===== src/rtl/muldivmod_seq.sv =====
// Iterative radix-2 multiply/divide/modulo sequencer with valid/ready handshakes.
// Optional macro POW2_SHORTCUT_EN: power-of-two B resolves in IDLE via shift/mask.
module muldivmod_seq #(
    parameter int unsigned WIDTH = 8
) (
    input  logic             clk,
    input  logic             rst_n,
    input  logic             in_valid,
    output logic             in_ready,
    input  logic [1:0]       in_op,
    input  logic             in_signed,
    input  logic [WIDTH-1:0] in_a,
    input  logic [WIDTH-1:0] in_b,
    output logic             out_valid,
    input  logic             out_ready,
    output logic [WIDTH-1:0] out_y,
    output logic             out_dbz,
    output logic             busy
);

    localparam int unsigned CW = $clog2(WIDTH);
    localparam logic [1:0] OP_MUL = 2'd0;
    localparam logic [1:0] OP_DIV = 2'd1;
    localparam logic [1:0] OP_MOD = 2'd2;
    localparam logic [1:0] OP_RSV = 2'd3;

    typedef enum logic [1:0] {S_IDLE, S_RUN, S_FIX, S_DONE} state_t;

    state_t           r_state, w_state_nxt;
    logic [WIDTH:0]   r_acc, w_acc_nxt;
    logic [WIDTH-1:0] r_q, w_q_nxt;
    logic [WIDTH-1:0] r_b, w_b_nxt;
    logic [CW-1:0]    r_cnt, w_cnt_nxt;
    logic [1:0]       r_op, w_op_nxt;
    logic             r_neg_q, w_neg_q_nxt;
    logic             r_neg_r, w_neg_r_nxt;
    logic [WIDTH-1:0] r_y, w_y_nxt;
    logic             r_dbz, w_dbz_nxt;
    logic             r_in_ready, r_out_valid, r_busy;

    logic [WIDTH:0]   w_rem_sh, w_diff;
    logic [WIDTH-1:0] w_mag_a, w_mag_b, w_q_fix, w_r_fix;
    logic             w_sgn_a, w_sgn_b;
`ifdef POW2_SHORTCUT_EN
    logic             w_pow2;
    logic [CW-1:0]    w_sh;
`endif

    assign w_sgn_a  = in_signed & in_a[WIDTH-1];
    assign w_sgn_b  = in_signed & in_b[WIDTH-1];
    assign w_mag_a  = w_sgn_a ? (~in_a + WIDTH'(1)) : in_a;
    assign w_mag_b  = w_sgn_b ? (~in_b + WIDTH'(1)) : in_b;
    // Restoring division step: remainder shifted with next dividend bit, trial subtract
    assign w_rem_sh = {r_acc[WIDTH-1:0], r_q[WIDTH-1]};
    assign w_diff   = w_rem_sh - {1'b0, r_b};
    assign w_q_fix  = r_neg_q ? (~r_q + WIDTH'(1)) : r_q;
    assign w_r_fix  = r_neg_r ? (~r_acc[WIDTH-1:0] + WIDTH'(1)) : r_acc[WIDTH-1:0];

`ifdef POW2_SHORTCUT_EN
    always_comb begin
        w_sh = '0;
        for (int i = 0; i < int'(WIDTH); i++) begin
            if (in_b[i]) w_sh = CW'(i);
        end
        w_pow2 = (in_b != '0) && ((in_b & (in_b - WIDTH'(1))) == '0);
    end
`endif

    // Next-state and datapath update
    always_comb begin
        w_state_nxt = r_state;
        w_acc_nxt   = r_acc;
        w_q_nxt     = r_q;
        w_b_nxt     = r_b;
        w_cnt_nxt   = r_cnt;
        w_op_nxt    = r_op;
        w_neg_q_nxt = r_neg_q;
        w_neg_r_nxt = r_neg_r;
        w_y_nxt     = r_y;
        w_dbz_nxt   = r_dbz;
        unique case (r_state)
            S_IDLE: begin
                if (in_valid && r_in_ready) begin
                    w_op_nxt    = in_op;
                    w_neg_q_nxt = w_sgn_a ^ w_sgn_b;
                    w_neg_r_nxt = w_sgn_a;
                    w_dbz_nxt   = 1'b0;
                    w_cnt_nxt   = '0;
                    w_acc_nxt   = '0;
                    if (in_op == OP_RSV) begin
                        w_y_nxt     = '0;
                        w_state_nxt = S_DONE;
                    end else if (in_op != OP_MUL && in_b == '0) begin
                        w_y_nxt     = (in_op == OP_DIV) ? '1 : in_a;
                        w_dbz_nxt   = 1'b1;
                        w_state_nxt = S_DONE;
`ifdef POW2_SHORTCUT_EN
                    end else if (w_pow2 && (in_op == OP_MUL || !in_signed)) begin
                        unique case (in_op)
                            OP_MUL:  w_y_nxt = in_a << w_sh;
                            OP_DIV:  w_y_nxt = in_a >> w_sh;
                            default: w_y_nxt = in_a & (in_b - WIDTH'(1));
                        endcase
                        w_state_nxt = S_DONE;
`endif
                    end else if (in_op == OP_MUL) begin
                        w_q_nxt     = in_b;
                        w_b_nxt     = in_a;
                        w_state_nxt = S_RUN;
                    end else begin
                        w_q_nxt     = w_mag_a;
                        w_b_nxt     = w_mag_b;
                        w_state_nxt = S_RUN;
                    end
                end
            end
            S_RUN: begin
                if (r_op == OP_MUL) begin
                    w_acc_nxt = {1'b0, r_acc[WIDTH-1:0] + (r_q[0] ? r_b : '0)};
                    w_b_nxt   = {r_b[WIDTH-2:0], 1'b0};
                    w_q_nxt   = {1'b0, r_q[WIDTH-1:1]};
                end else if (!w_diff[WIDTH]) begin
                    w_acc_nxt = w_diff;
                    w_q_nxt   = {r_q[WIDTH-2:0], 1'b1};
                end else begin
                    w_acc_nxt = w_rem_sh;
                    w_q_nxt   = {r_q[WIDTH-2:0], 1'b0};
                end
                w_cnt_nxt = r_cnt + CW'(1);
                if (r_cnt == CW'(WIDTH - 1)) w_state_nxt = S_FIX;
            end
            S_FIX: begin
                unique case (r_op)
                    OP_MUL:  w_y_nxt = r_acc[WIDTH-1:0];
                    OP_DIV:  w_y_nxt = w_q_fix;
                    default: w_y_nxt = w_r_fix;
                endcase
                w_state_nxt = S_DONE;
            end
            S_DONE: begin
                if (out_ready) w_state_nxt = S_IDLE;
            end
            default: w_state_nxt = S_IDLE;
        endcase
    end

    always_ff @(posedge clk or negedge rst_n) begin
        if (!rst_n) begin
            r_state     <= S_IDLE;
            r_acc       <= '0;
            r_q         <= '0;
            r_b         <= '0;
            r_cnt       <= '0;
            r_op        <= OP_MUL;
            r_neg_q     <= 1'b0;
            r_neg_r     <= 1'b0;
            r_y         <= '0;
            r_dbz       <= 1'b0;
            r_in_ready  <= 1'b1;
            r_out_valid <= 1'b0;
            r_busy      <= 1'b0;
        end else begin
            r_state     <= w_state_nxt;
            r_acc       <= w_acc_nxt;
            r_q         <= w_q_nxt;
            r_b         <= w_b_nxt;
            r_cnt       <= w_cnt_nxt;
            r_op        <= w_op_nxt;
            r_neg_q     <= w_neg_q_nxt;
            r_neg_r     <= w_neg_r_nxt;
            r_y         <= w_y_nxt;
            r_dbz       <= w_dbz_nxt;
            r_in_ready  <= (w_state_nxt == S_IDLE);
            r_out_valid <= (w_state_nxt == S_DONE);
            r_busy      <= (w_state_nxt != S_IDLE);
        end
    end

    assign in_ready  = r_in_ready;
    assign out_valid = r_out_valid;
    assign out_y     = r_y;
    assign out_dbz   = r_dbz;
    assign busy      = r_busy;

endmodule


===== config.mk =====
export PLATFORM = sky130hd
export DESIGN_NAME = muldivmod_seq
export DESIGN_NICKNAME = d
export VERILOG_FILES = /design/src/rtl/muldivmod_seq.sv
export SDC_FILE = /design/constraint.sdc
export NUM_CORES = 1
export LEC_CHECK = 0
export ABC_CLOCK_PERIOD_IN_PS = 3800
export CAP_MARGIN = 20
export CORE_MARGIN = 4
export CORE_UTILIZATION = 43
export DETAILED_ROUTE_END_ITERATION = 16
export HOLD_SLACK_MARGIN = 0.05
export PLACE_DENSITY = 0.63
export SYNTH_ARGS = -nofsm -noshare
export SYNTH_HDL_FRONTEND = slang
export SYNTH_SLANG_ARGS = --single-unit

===== constraint.sdc =====
create_clock -name clk -period 3.8 [get_ports clk]
set_input_delay 0.76 -clock clk [delete_from_list [all_inputs] [get_ports clk]]
set_output_delay 0.76 -clock clk [all_outputs]
set_load 0.05 [all_outputs]

# Yosys cells after proc, flatten, opt, wreduce, memory -nomap -nowiden
# Index checks and enable logic that the tools add are counted.
# word_totals
elab_cells	94
inputBits	23
register_bits	45
out_inout_bits	12
# op_classes
mux	38
n_reduce_logical	16
bitwise	7
add_sub_neg	7
eq_ne	13
# ops
cell	n
$mux 8	22
$pmux 8 s2	5
$add 8x1->8 const B	4
$not 8->8	4
$mux 2	5
$sub 9x8->9	1
$add 8x8->8	1
$eq 2x2->1 const B	4
$logic_not 2->1	4
$logic_not 8->1	1
$ne 2x2->1 const B	4
$pmux 2 s4	1
$reduce_bool 2->1	4
$eq 2x1->1 const B	3
$pmux 3 s2	1
$reduce_and 5->1	1
$reduce_and 2->1	2
$reduce_and 4->1	1
$add 3x1->3 const B	1
$eq 3x3->1 const B	1
$mux 1	3
$mux 3	1
$ne 3x3->1 const B	1
$reduce_and 3->1	1
other kinds (3)	5

# Depth between registers and ports, before layout
# Gate-level depths: netlist (run 1).
# depth
depth_word	8
mapped_depth	9

# Worst setup path after synthesis (run 1)
# No wires, ideal clock.
# synth_path
path_kind	register to register
startpoint	register r_q[7]
endpoint	register r_acc[0]
period_less_slack_ns	2.546
slack_ns	1.254
required_time_ns	3.717
path_stages_with_launch	10
arrival_time_ns	2.463
path_cell_list	dfrtp_1 > inv_1 > ha_1 > fa_1 > nand2b_1 > a21oi_1 > o32a_1 > xor2_2 > mux2_2 > o21ai_0
# synth_between
elab_chain_len	4
# synth_lines
element	line	rtl
start: declaration	31	logic [WIDTH-1:0] r_q, w_q_nxt;
start signal: assignment	165	r_q <= w_q_nxt;
$sub 9x8->9	55	assign w_diff = w_rem_sh - {1'b0, r_b};
$mux 8 (*)	122	end else if (!w_diff[WIDTH]) begin
$mux 8 (*)	118	if (r_op == OP_MUL) begin
$pmux 8 s2 (*)	81	unique case (r_state)
end signal: assignment	164	r_acc <= w_acc_nxt;
end: declaration	30	logic [WIDTH:0] r_acc, w_acc_nxt;
# Every way passes the cells marked *; elsewhere a longest branch is shown, timed or not.
# A chain may end at the register's enable or synchronous reset.

# Worst setup path in the final report (run 1)
# layout_path
startpoint	register r_q[7]
endpoint	register r_acc[3]
# layout_between
elab_chain_len	4
# layout_lines
element	line
$sub 9x8->9	55
$mux 8	122
$mux 8	118
$pmux 8 s2	81
# No other way between the ends.

==> results of run 1 <==
## power by group through the flow
stage                     Clock [mW]  Combinational [mW]  Sequential [mW]
after CTS                      0.378                2.58             1.02
after detailed placement           0                2.57             1.03
after global placement             0                2.52             1.03
final                          0.369                2.59             1.03
after global routing           0.399                2.89             1.07
after floorplan                    0                1.84             1.08
## cells by family after synthesis
group           synth area share [%]
simple gates                    19.3
compound gates                  26.6
flops                           30.2
buf+inv                         4.39
xor+xnor                        7.00
fa+ha+maj                       8.10
mux                             4.49
## final cells by class
| class | count | share of cell area [%] |
|---|---|---|
| Sequential cell | 45 | 26.5 |
| Timing Repair Buffer | 38 | 8.58 |
| Multi-Input combinational cell | 376 | 57.5 |
| Clock buffer | 6 | 1.70 |
| Inverter | 21 | 1.85 |
| Tap cell | 105 | 3.08 |
| Clock inverter | 2 | 0.823 |
## sequential cells by signal, indices dropped and copies added (netlist names)
signal and count:
out_y 8, r_acc 8, r_b 8, r_q 8, r_cnt 3, r_op 2
r_state 2, busy 1, in_ready 1, out_dbz 1, out_valid 1, r_neg_q 1
r_neg_r 1
## per-layer routing
layer | vias up | wire length, um | global-route usage, %
met5 | - | 0 | 0
met4 | 0 | 148 | 5.52
met3 | 11 | 343 | 2.41
met2 | 70 | 5010 | 34.1
met1 | 1707 | 5010 | 31.2
li1 | 1738 | - | -
## layout by cell type, fill, tap and decap left out, types with 6 or more instances in the layout
master / instances
o21ai_0: 37
nand2_1: 48
a31oi_1: 7
nor3_1: 13
xnor2_1: 17
nor2_1: 50
a21oi_1: 35
mux2i_1: 10
dfrtp_1: 44
inv_1: 20
mux2_2: 6
or3_1: 6
clkdlybuf4s50_1: 33
ha_1: 21
nand3_1: 13
a211oi_1: 19
xor2_1: 11
o211ai_1: 9
nand2b_1: 7
## worst paths after layout
| kind | end | startpoint | slack (ns) | depth (start not counted) |
|---|---|---|---|---|
| min in group clk | out_dbz$_DFFE_PN0P_ | out_dbz$_DFFE_PN0P_ | 0.49 | 2 |
| min reg2reg | out_dbz$_DFFE_PN0P_ | out_dbz$_DFFE_PN0P_ | 0.49 | 2 |
| max in group asynchronous | r_q[4]$_DFFE_PN0P_ | rst_n | 2.66 | 2 |
| max | r_acc[3]$_DFFE_PN0P_ | r_q[7]$_DFFE_PN0P_ | 0.76 | 9 |
| max reg2reg | r_acc[3]$_DFFE_PN0P_ | r_q[7]$_DFFE_PN0P_ | 0.76 | 9 |
| min | r_acc[6]$_DFFE_PN0P_ | rst_n | 0.40 | 1 |
## stage by stage
| stage | utilization [%] | instances | instance area, um^2 | total power [mW] |
|---|---|---|---|---|
| after floorplan | - | 464 | 3740 | 2.92 |
| after global placement | 49.8 | 585 | 4150 | 3.54 |
| after detailed placement | 49.8 | 585 | 4150 | 3.61 |
| after CTS | 51.1 | 593 | 4260 | 3.99 |
| after global routing | 51.1 | 593 | 4260 | 4.36 |
| final | 51.1 | 593 | 4260 | 3.98 |
==> qor.yml, run 1 <==
p_comb_share_pct: 65.0
cts_made_buffers: 5
dp_hpwl_mm: 8.09
ctsHtreeMaxLevel: 2
die_y_um: 101
hold_class: "input port to asynchronous set/reset pin"
drt_first_pass_iters: 4
pin_count: 35
synth_ff_type: "dfrtp_1"
hold_viol: 0
cp_max_fo: 10
cts_setup_buffers: 0
yosys-top-cells-count: "nor2_1 (50), nand2_1 (48), dfrtp_1 (44)"
hold_buffers: 0
cpPeakStageDelay_ns: 0.56
synthToLayoutAreaGrowth_pct: 14.0
pre_cts_ws_ns: 0.573
rows: 33
clock_sinks: 45
numPortBuffers: 34
die-area_um2: 10200
syn_area_per_cell_um2: 8.05
cts.clk_slew.worst_paths_ns: 0.09
arrival_ns: 3.23
synth_cells: 464
drive_above_1_share_pct: 5.74
crit_chain: "inv_1 -> ha_1 -> fa_1 -> nand2b_1 -> a21oi_1 -> o32a_1 -> xor2_2 -> o211ai_1 -> a32o_1"
overflow: 0
total_leakage_power_nw: 1.79
die_width_um: 101
synth_area_leader_cell: "dfrtp_1"
syn-num-nets: 510
grt_max_degree: 33
setup_ws_ns: 0.761
grt_pass1_vias: 3332
ys_top_cells_by_area: "dfrtp_1 (29%), ha_1 (7.0%), nor2_1 (5.0%)"
via_per_inst: 5.95
start_util_pct: 44.8
seq_area_um2: 1130
core_region_area_um2: 8340
tightest_slew_ns: 0.698
peakVddDrop_mv: 0.393
p_clk_share_pct: 9.3
path_class: "register to register"
internal_power_mw: 1.98
synthDistinctLibCells: 56
switching_share_pct: 50.4
cp_top_family: "compound AO/OA/AOI/OAI gates"
setup_viol: 0
run_status: "finished clean"
detail-route-antenna-nets: 0
endpoint_kind: "register"
clk_path_buf_depth: 2
layout.nets: 533
fmaxAchievable_mhz: 329
routed_wirelength_mm: 10.5
n_antenna_cell: 0
wire_per_inst_um: 17.7
min_period_over_period_pct: 80.0
grt_antenna_before_repair: 0
syn_area_um2: 3740
seq_area_frac_synth_pct: 30.2
num_vias: 3526
skew_ns: 0.00659
ys_warn_count: 0
clock_latency_ns: 0.30
rsz0062_at_grt: "no"
cellPowerDensity_nw_per_um2: 935
multi_input_area_um2: 2450
grt_usage_pct: 21.5
cp_slowest_cell: "xor2_2"
synthArstFlopShare_pct: 100
synth-edff-count: 0
layout_min_cycle_time_ns: 3.04
ctsResizeCount: 0
seqPwrFrac_pct: 25.8
startpoint_type: "register"
ys_ff_latch: 45
clockRootBuffer: "clkbuf_8"
drc: 0
synth.most_common_cell: "nor2_1"
setup_tns_ns: 0
drv_slew: 0
gp_congestion: 0.951
slew_headroom_pct: 53.1
cap_violations: 0
hold_ws_ns: 0.403
drt_iter0_drc: 188
cts_tree: "yes"
grt_pass1_wl_mm: 17.4
synth_top_area_share_pct: 29.5
cp.required_ns: 3.99
critPathBufInv: 1
power_switching_mw: 2.01
fillers: 825
(Power assumes the default switching activity.)
==> run 2: changes to the inputs <==
ABC_CLOCK_PERIOD_IN_PS = 2700   (was 3800)
PLACE_DENSITY = 0.65   (was 0.63)
clock period = 2.7 ns   (was 3.8 ns; I/O delays follow)
==> qor.yml, run 2 (synthesis gave the netlist of run 1 again) <==
die_width_um: 101  # unchanged
wire_per_inst_um: 17.3  # -2.3%
routed_wirelength_mm: 11.0  # +4.8%
layout_min_cycle_time_ns: 2.61  # -0.431 ns
p_clk_share_pct: 8.6  # -0.7 points
placed_cells: 628  # +7.4%
layout_common_cells: "nor2_1 (50), nand2_1 (48), buf_4 (45)"
crit_end: "r_acc[1]$_DFFE_PN0P_"
endpoint_kind: "register"
dp_hpwl_mm: 8.71  # +7.6%
n_antenna_cell: 0  # unchanged
clockRootBuffer: "clkbuf_8"
power.total_mw: 6.05  # +52%
cap_violations: 0  # unchanged
cellPowerDensity_nw_per_um2: 1310  # +40%
cp_slowest_cell: "fa_1"
setup_ws_ns: 0.0922  # -0.669 ns
timing.rr.end: "r_acc[1]$_DFFE_PN0P_"
tightest_slew_ns: 0.724  # +0.0255 ns
grt_antenna_before_repair: 0  # unchanged
arrival_ns: 2.83  # -0.40 ns
die_y_um: 101  # unchanged
grt_pass1_wl_mm: 18.1  # +3.6%
switching_share_pct: 48.7  # -1.7 points
hold_viol: 0  # unchanged
detail-route-antenna-nets: 0  # unchanged
fin_area_um2: 4620  # +8.5%
cpPeakStageDelay_ns: 0.39  # -0.17 ns
peakVddDrop_mv: 0.522  # +33%
grt_max_degree: 32  # -3.0%
layout.nets: 576  # +8.1%
p_comb_share_pct: 69.0  # +4.0 points
cp.required_ns: 2.92  # -1.07 ns
internal_power_mw: 3.11  # +57%
gp_congestion: 0.916  # -3.7%
cts_made_buffers: 5  # unchanged
rows: 33  # unchanged
cts_tree: "yes"
clock_sinks: 45  # unchanged
synthToLayoutAreaGrowth_pct: 23.6
critPathBufInv: 1  # unchanged
crit_chain: "inv_1 -> ha_1 -> fa_1 -> nand2b_4 -> a21oi_2 -> o32a_1 -> xor2_4 -> mux2_2 -> o21ai_1"
pin_count: 35  # unchanged
start_util_pct: 44.8  # unchanged
cp_max_fo: 6  # -4
r2r-start: "r_q[7]$_DFFE_PN0P_"
clk_path_buf_depth: 2  # unchanged
cts.clk_slew.worst_paths_ns: 0.09  # about the same
fillers: 789  # -4.4%
drt_iter0_drc: 204  # +8.5%
total_leakage_power_nw: 2.01  # +12%
via_per_inst: 5.85  # -1.6%
drc: 0  # unchanged
r2r_cells: 9  # unchanged
drv_slew: 0  # unchanged
die-area_um2: 10200  # unchanged
startpoint_type: "register"
skew_ns: 0.00676  # +0.000176 ns
drive_above_1_share_pct: 13.7  # +8.0 points
grt_pass1_vias: 3625  # +8.8%
seqPwrFrac_pct: 22.3  # -3.5 points
fin_cells: 636  # +7.3%
hold_ws_ns: 0.184  # -0.219 ns
place_area_um2: 4490  # +8.1%
hold_class: "input port to asynchronous set/reset pin"
ctsHtreeMaxLevel: 2  # unchanged
fmaxAchievable_mhz: 383  # +17%
overflow: 0  # unchanged
run_status: "finished clean"
reg2reg_slack_ns: 0.09  # -0.67 ns
drt_first_pass_iters: 4  # unchanged
grt_usage_pct: 22.4  # +0.94 points
cts_setup_buffers: 0  # unchanged
final_common_cell: "nor2_1"
slew_headroom_pct: 51.4  # -1.7 points
core_region_area_um2: 8340  # unchanged
min_period_over_period_pct: 96.6  # +17 points
worst-path-stages: 9  # unchanged
pre_cts_ws_ns: -0.126  # -0.699 ns
setup_viol: 0  # unchanged
path_class: "register to register"
num_vias: 3720  # +5.5%
crit_start: "r_q[7]$_DFFE_PN0P_"
clock_latency_ns: 0.30  # about the same
power_switching_mw: 2.95  # +47%
cp_top_family: "compound AO/OA/AOI/OAI gates"
numPortBuffers: 34  # unchanged
-- run 2: cell count changes in the layout (fill, tap and decap cells not counted), sizes merged --
cell  before  now
buf        5   48
-- run 2: per-stage QoR --
step                util, %  setup TNS, ns
global route           55.4       -0.00419
CTS                    55.2              0
floorplan                 -              0
global placement       53.8         -0.491
finish                 55.4              0
detailed placement     53.8         -0.859
-- run 2: worst min-delay path by stage --
| stage | start | endpoint | slack [ns] | cells after the start |
|---|---|---|---|---|
| floorplan | rst_n | busy$_DFF_PN0_ | 0.24 | 0 |
| global placement | out_dbz$_DFFE_PN0P_ | out_dbz$_DFFE_PN0P_ | 0.47 | 2 |
| detailed placement | out_dbz$_DFFE_PN0P_ | out_dbz$_DFFE_PN0P_ | 0.47 | 2 |
| CTS | rst_n | r_acc[7]$_DFFE_PN0P_ | 0.22 | 1 |
| global route | rst_n | busy$_DFF_PN0_ | 0.23 | 1 |
| finish | rst_n | r_acc[7]$_DFFE_PN0P_ | 0.18 | 1 |
-- run 2: cell type report --
class	count	area (um^2)	share of cell area (%)
Tap cell	105	131	2.84
Inverter	21	78.8	1.71
Clock buffer	6	72.6	1.57
Multi-Input combinational cell	376	2470	53.5
Timing Repair Buffer	81	704	15.2
Clock inverter	2	35.0	0.758
Sequential cell	45	1130	24.4
-- run 2: what timing repair did --
action | 4_1_cts | 5_1_grt
pin swaps | 1 | 2
hold buffers | 0 | 0
endpoints found under the setup margin | 1 | 5
gates resized for setup | 2 | 3
cloned | 0 | 0
-- run 2: power groups by stage --
stage               combinational (mW)  sequential [mW]  clock [mW]
global placement                  3.98             1.34           0
CTS                               4.12             1.35       0.529
finish                            4.18             1.35       0.523
global route                      4.62             1.41       0.557
detailed placement                4.07             1.36           0
floorplan                         2.59             1.52           0
-- run 2: per-layer routing --
layer  share of wire [%]  track usage (%)
met3                 4.1             2.69
met1                  48             31.5
met4                 3.2             8.49
met5                   0                0
met2                  45             35.3
==> run 3: changes to the inputs <==
CORE_ASPECT_RATIO = 1.25   (was default)
==> qor.yml, run 3 (synthesis gave the netlist of run 1 again) <==
grt_pass1_vias: 3569  # -1.5%
pin_count: 35  # unchanged
cp.required_ns: 2.88  # -0.04 ns
grt_antenna_before_repair: 0  # unchanged
via_per_inst: 6.03  # +3.1%
num_vias: 3782  # +1.7%
peakVddDrop_mv: 0.726  # +39%
r2r-start: "r_q[7]$_DFFE_PN0P_"
internal_power_mw: 3.14  # +1.1%
detail-route-antenna-nets: 0  # unchanged
grt_max_degree: 29  # -9.4%
endpoint_kind: "register"
fmaxAchievable_mhz: 379  # -1.1%
overflow: 0  # unchanged
total_leakage_power_nw: 2.00  # -0.37%
hold_class: "input port to asynchronous set/reset pin"
power.total_mw: 6.09  # +0.61%
synthToLayoutAreaGrowth_pct: 23.2
multi_input_area_um2: 2470  # unchanged
cts_tree: "yes"
rows: 37  # +12%
drv_slew: 0  # unchanged
fin_area_um2: 4600  # -0.38%
p_clk_share_pct: 8.5  # about the same
reg2reg_slack_ns: 0.06  # -0.03 ns
grt_usage_pct: 22.1  # -0.30 points
setup_ws_ns: 0.0631  # -0.0291 ns
die_y_um: 112  # +11%
hold_viol: 0  # unchanged
clockRootBuffer: "clkbuf_8"
cts.clk_slew.worst_paths_ns: 0.10  # about the same
hold_ws_ns: 0.173  # -0.0118 ns
skew_ns: 0.0188  # +0.0121 ns
layout_common_cells: "nor2_1 (50), nand2_1 (48), dfrtp_1 (44), buf_4 (44), o21ai_0 (37)"
r2r_cells: 10  # +1
crit_start: "r_q[7]$_DFFE_PN0P_"
layout.nets: 575  # -0.17%
cap_violations: 0  # unchanged
start_util_pct: 44.8  # about the same
clock_latency_ns: 0.31  # about the same
final_common_cell: "nor2_1"
drt_first_pass_iters: 5  # +1
seqPwrFrac_pct: 22.7  # +0.4 points
clk_path_buf_depth: 2  # unchanged
n_antenna_cell: 0  # unchanged
fillers: 772  # -2.2%
die_width_um: 91.4  # -9.7%
drt_iter0_drc: 299  # +47%
grt_pass1_wl_mm: 18.3  # +1.1%
power_switching_mw: 2.95  # +0.14%
seq_area_um2: 1130  # unchanged
layout_min_cycle_time_ns: 2.64  # +0.0291 ns
slew_headroom_pct: 49.2  # -2.2 points
clock_sinks: 45  # unchanged
routed_wirelength_mm: 11.4  # +3.1%
place_area_um2: 4440  # -1.1%
arrival_ns: 2.81  # -0.02 ns
wire_per_inst_um: 18.1  # +4.6%
startpoint_type: "register"
min_period_over_period_pct: 97.7  # +1.1 points
crit_end: "r_acc[4]$_DFFE_PN0P_"
die-area_um2: 10300  # about the same
cp_max_fo: 7  # +1
timing.rr.end: "r_acc[4]$_DFFE_PN0P_"
p_comb_share_pct: 68.8  # -0.2 points
cts_made_buffers: 5  # unchanged
drc: 0  # unchanged
cellPowerDensity_nw_per_um2: 1320  # +0.99%
ctsHtreeMaxLevel: 2  # unchanged
gp_congestion: 0.891  # -2.7%
switching_share_pct: 48.4  # -0.23 points
drive_above_1_share_pct: 13.6  # -0.16 points
core_region_area_um2: 8330  # about the same
tightest_slew_ns: 0.759  # +0.0349 ns
numPortBuffers: 34  # unchanged
pre_cts_ws_ns: -0.106  # +0.0204 ns
dp_hpwl_mm: 8.81  # +1.1%
run_status: "finished clean"
path_class: "register to register"
setup_viol: 0  # unchanged
[run 3: stage by stage]
step | std cells | utilization (%) | setup TNS, ns
6_report | 627 | 55.2 | 0
5_1_grt | 627 | 55.2 | -0.115
4_1_cts | 623 | 54.7 | 0
3_5_place_dp | 615 | 53.3 | -0.849
3_3_place_gp | 615 | 53.3 | -0.278
2_1_floorplan | 464 | - | 0
[run 3: worst min path at each step]
stage | start | endpoint | depth (start not counted)
3_5_place_dp | out_dbz$_DFFE_PN0P_ | out_dbz$_DFFE_PN0P_ | 2
3_3_place_gp | out_dbz$_DFFE_PN0P_ | out_dbz$_DFFE_PN0P_ | 2
5_1_grt | rst_n | busy$_DFF_PN0_ | 1
4_1_cts | rst_n | r_state[0]$_DFF_PN0_ | 1
2_1_floorplan | rst_n | busy$_DFF_PN0_ | 0
6_report | rst_n | busy$_DFF_PN0_ | 1
[run 3: metal layers]
layer | vias up | routed length [um] | global-route usage (%)
met1 | 1784 | 4670 | 28.0
met3 | 36 | 547 | 2.88
met4 | 0 | 453 | 10.5
met5 | - | 0 | 0
li1 | 1824 | - | -
met2 | 138 | 5690 | 37.1
[run 3: layout make-up]
class                      count  area share, %
clock buffer                   6           1.58
clock inverter                 2          0.761
inverter                      21           1.71
multi-input combinational    376           53.7
sequential                    45           24.5
tap                           97           2.64
timing repair buffer          80           15.1
[run 3: critical path, cell delays in order (launching register included)]
cell	delay (ns)
dfrtp_1	0.37
inv_1	0.06
ha_1	0.22
fa_1	0.39
nand2b_1	0.19
a21oi_2	0.19
o32a_1	0.30
xor2_4	0.29
buf_6	0.17
mux2i_2	0.23
o21ai_0	0.10
[run 3: power groups by stage]
stage	combinational (mW)	clock [mW]	sequential, mW
floorplan	2.59	0	1.52
global placement	3.88	0	1.38
detailed placement	3.95	0	1.39
CTS	4.01	0.534	1.38
global route	4.63	0.559	1.43
finish	4.19	0.517	1.38
[run 3: timing repair]
action | 4_1_cts | 5_1_grt
gates resized for setup | 1 | 4
setup endpoints to repair | 2 | 6
cloned | 0 | 0
hold buffers | 0 | 0
pin swaps | 0 | 2
buffers inserted | 0 | 4
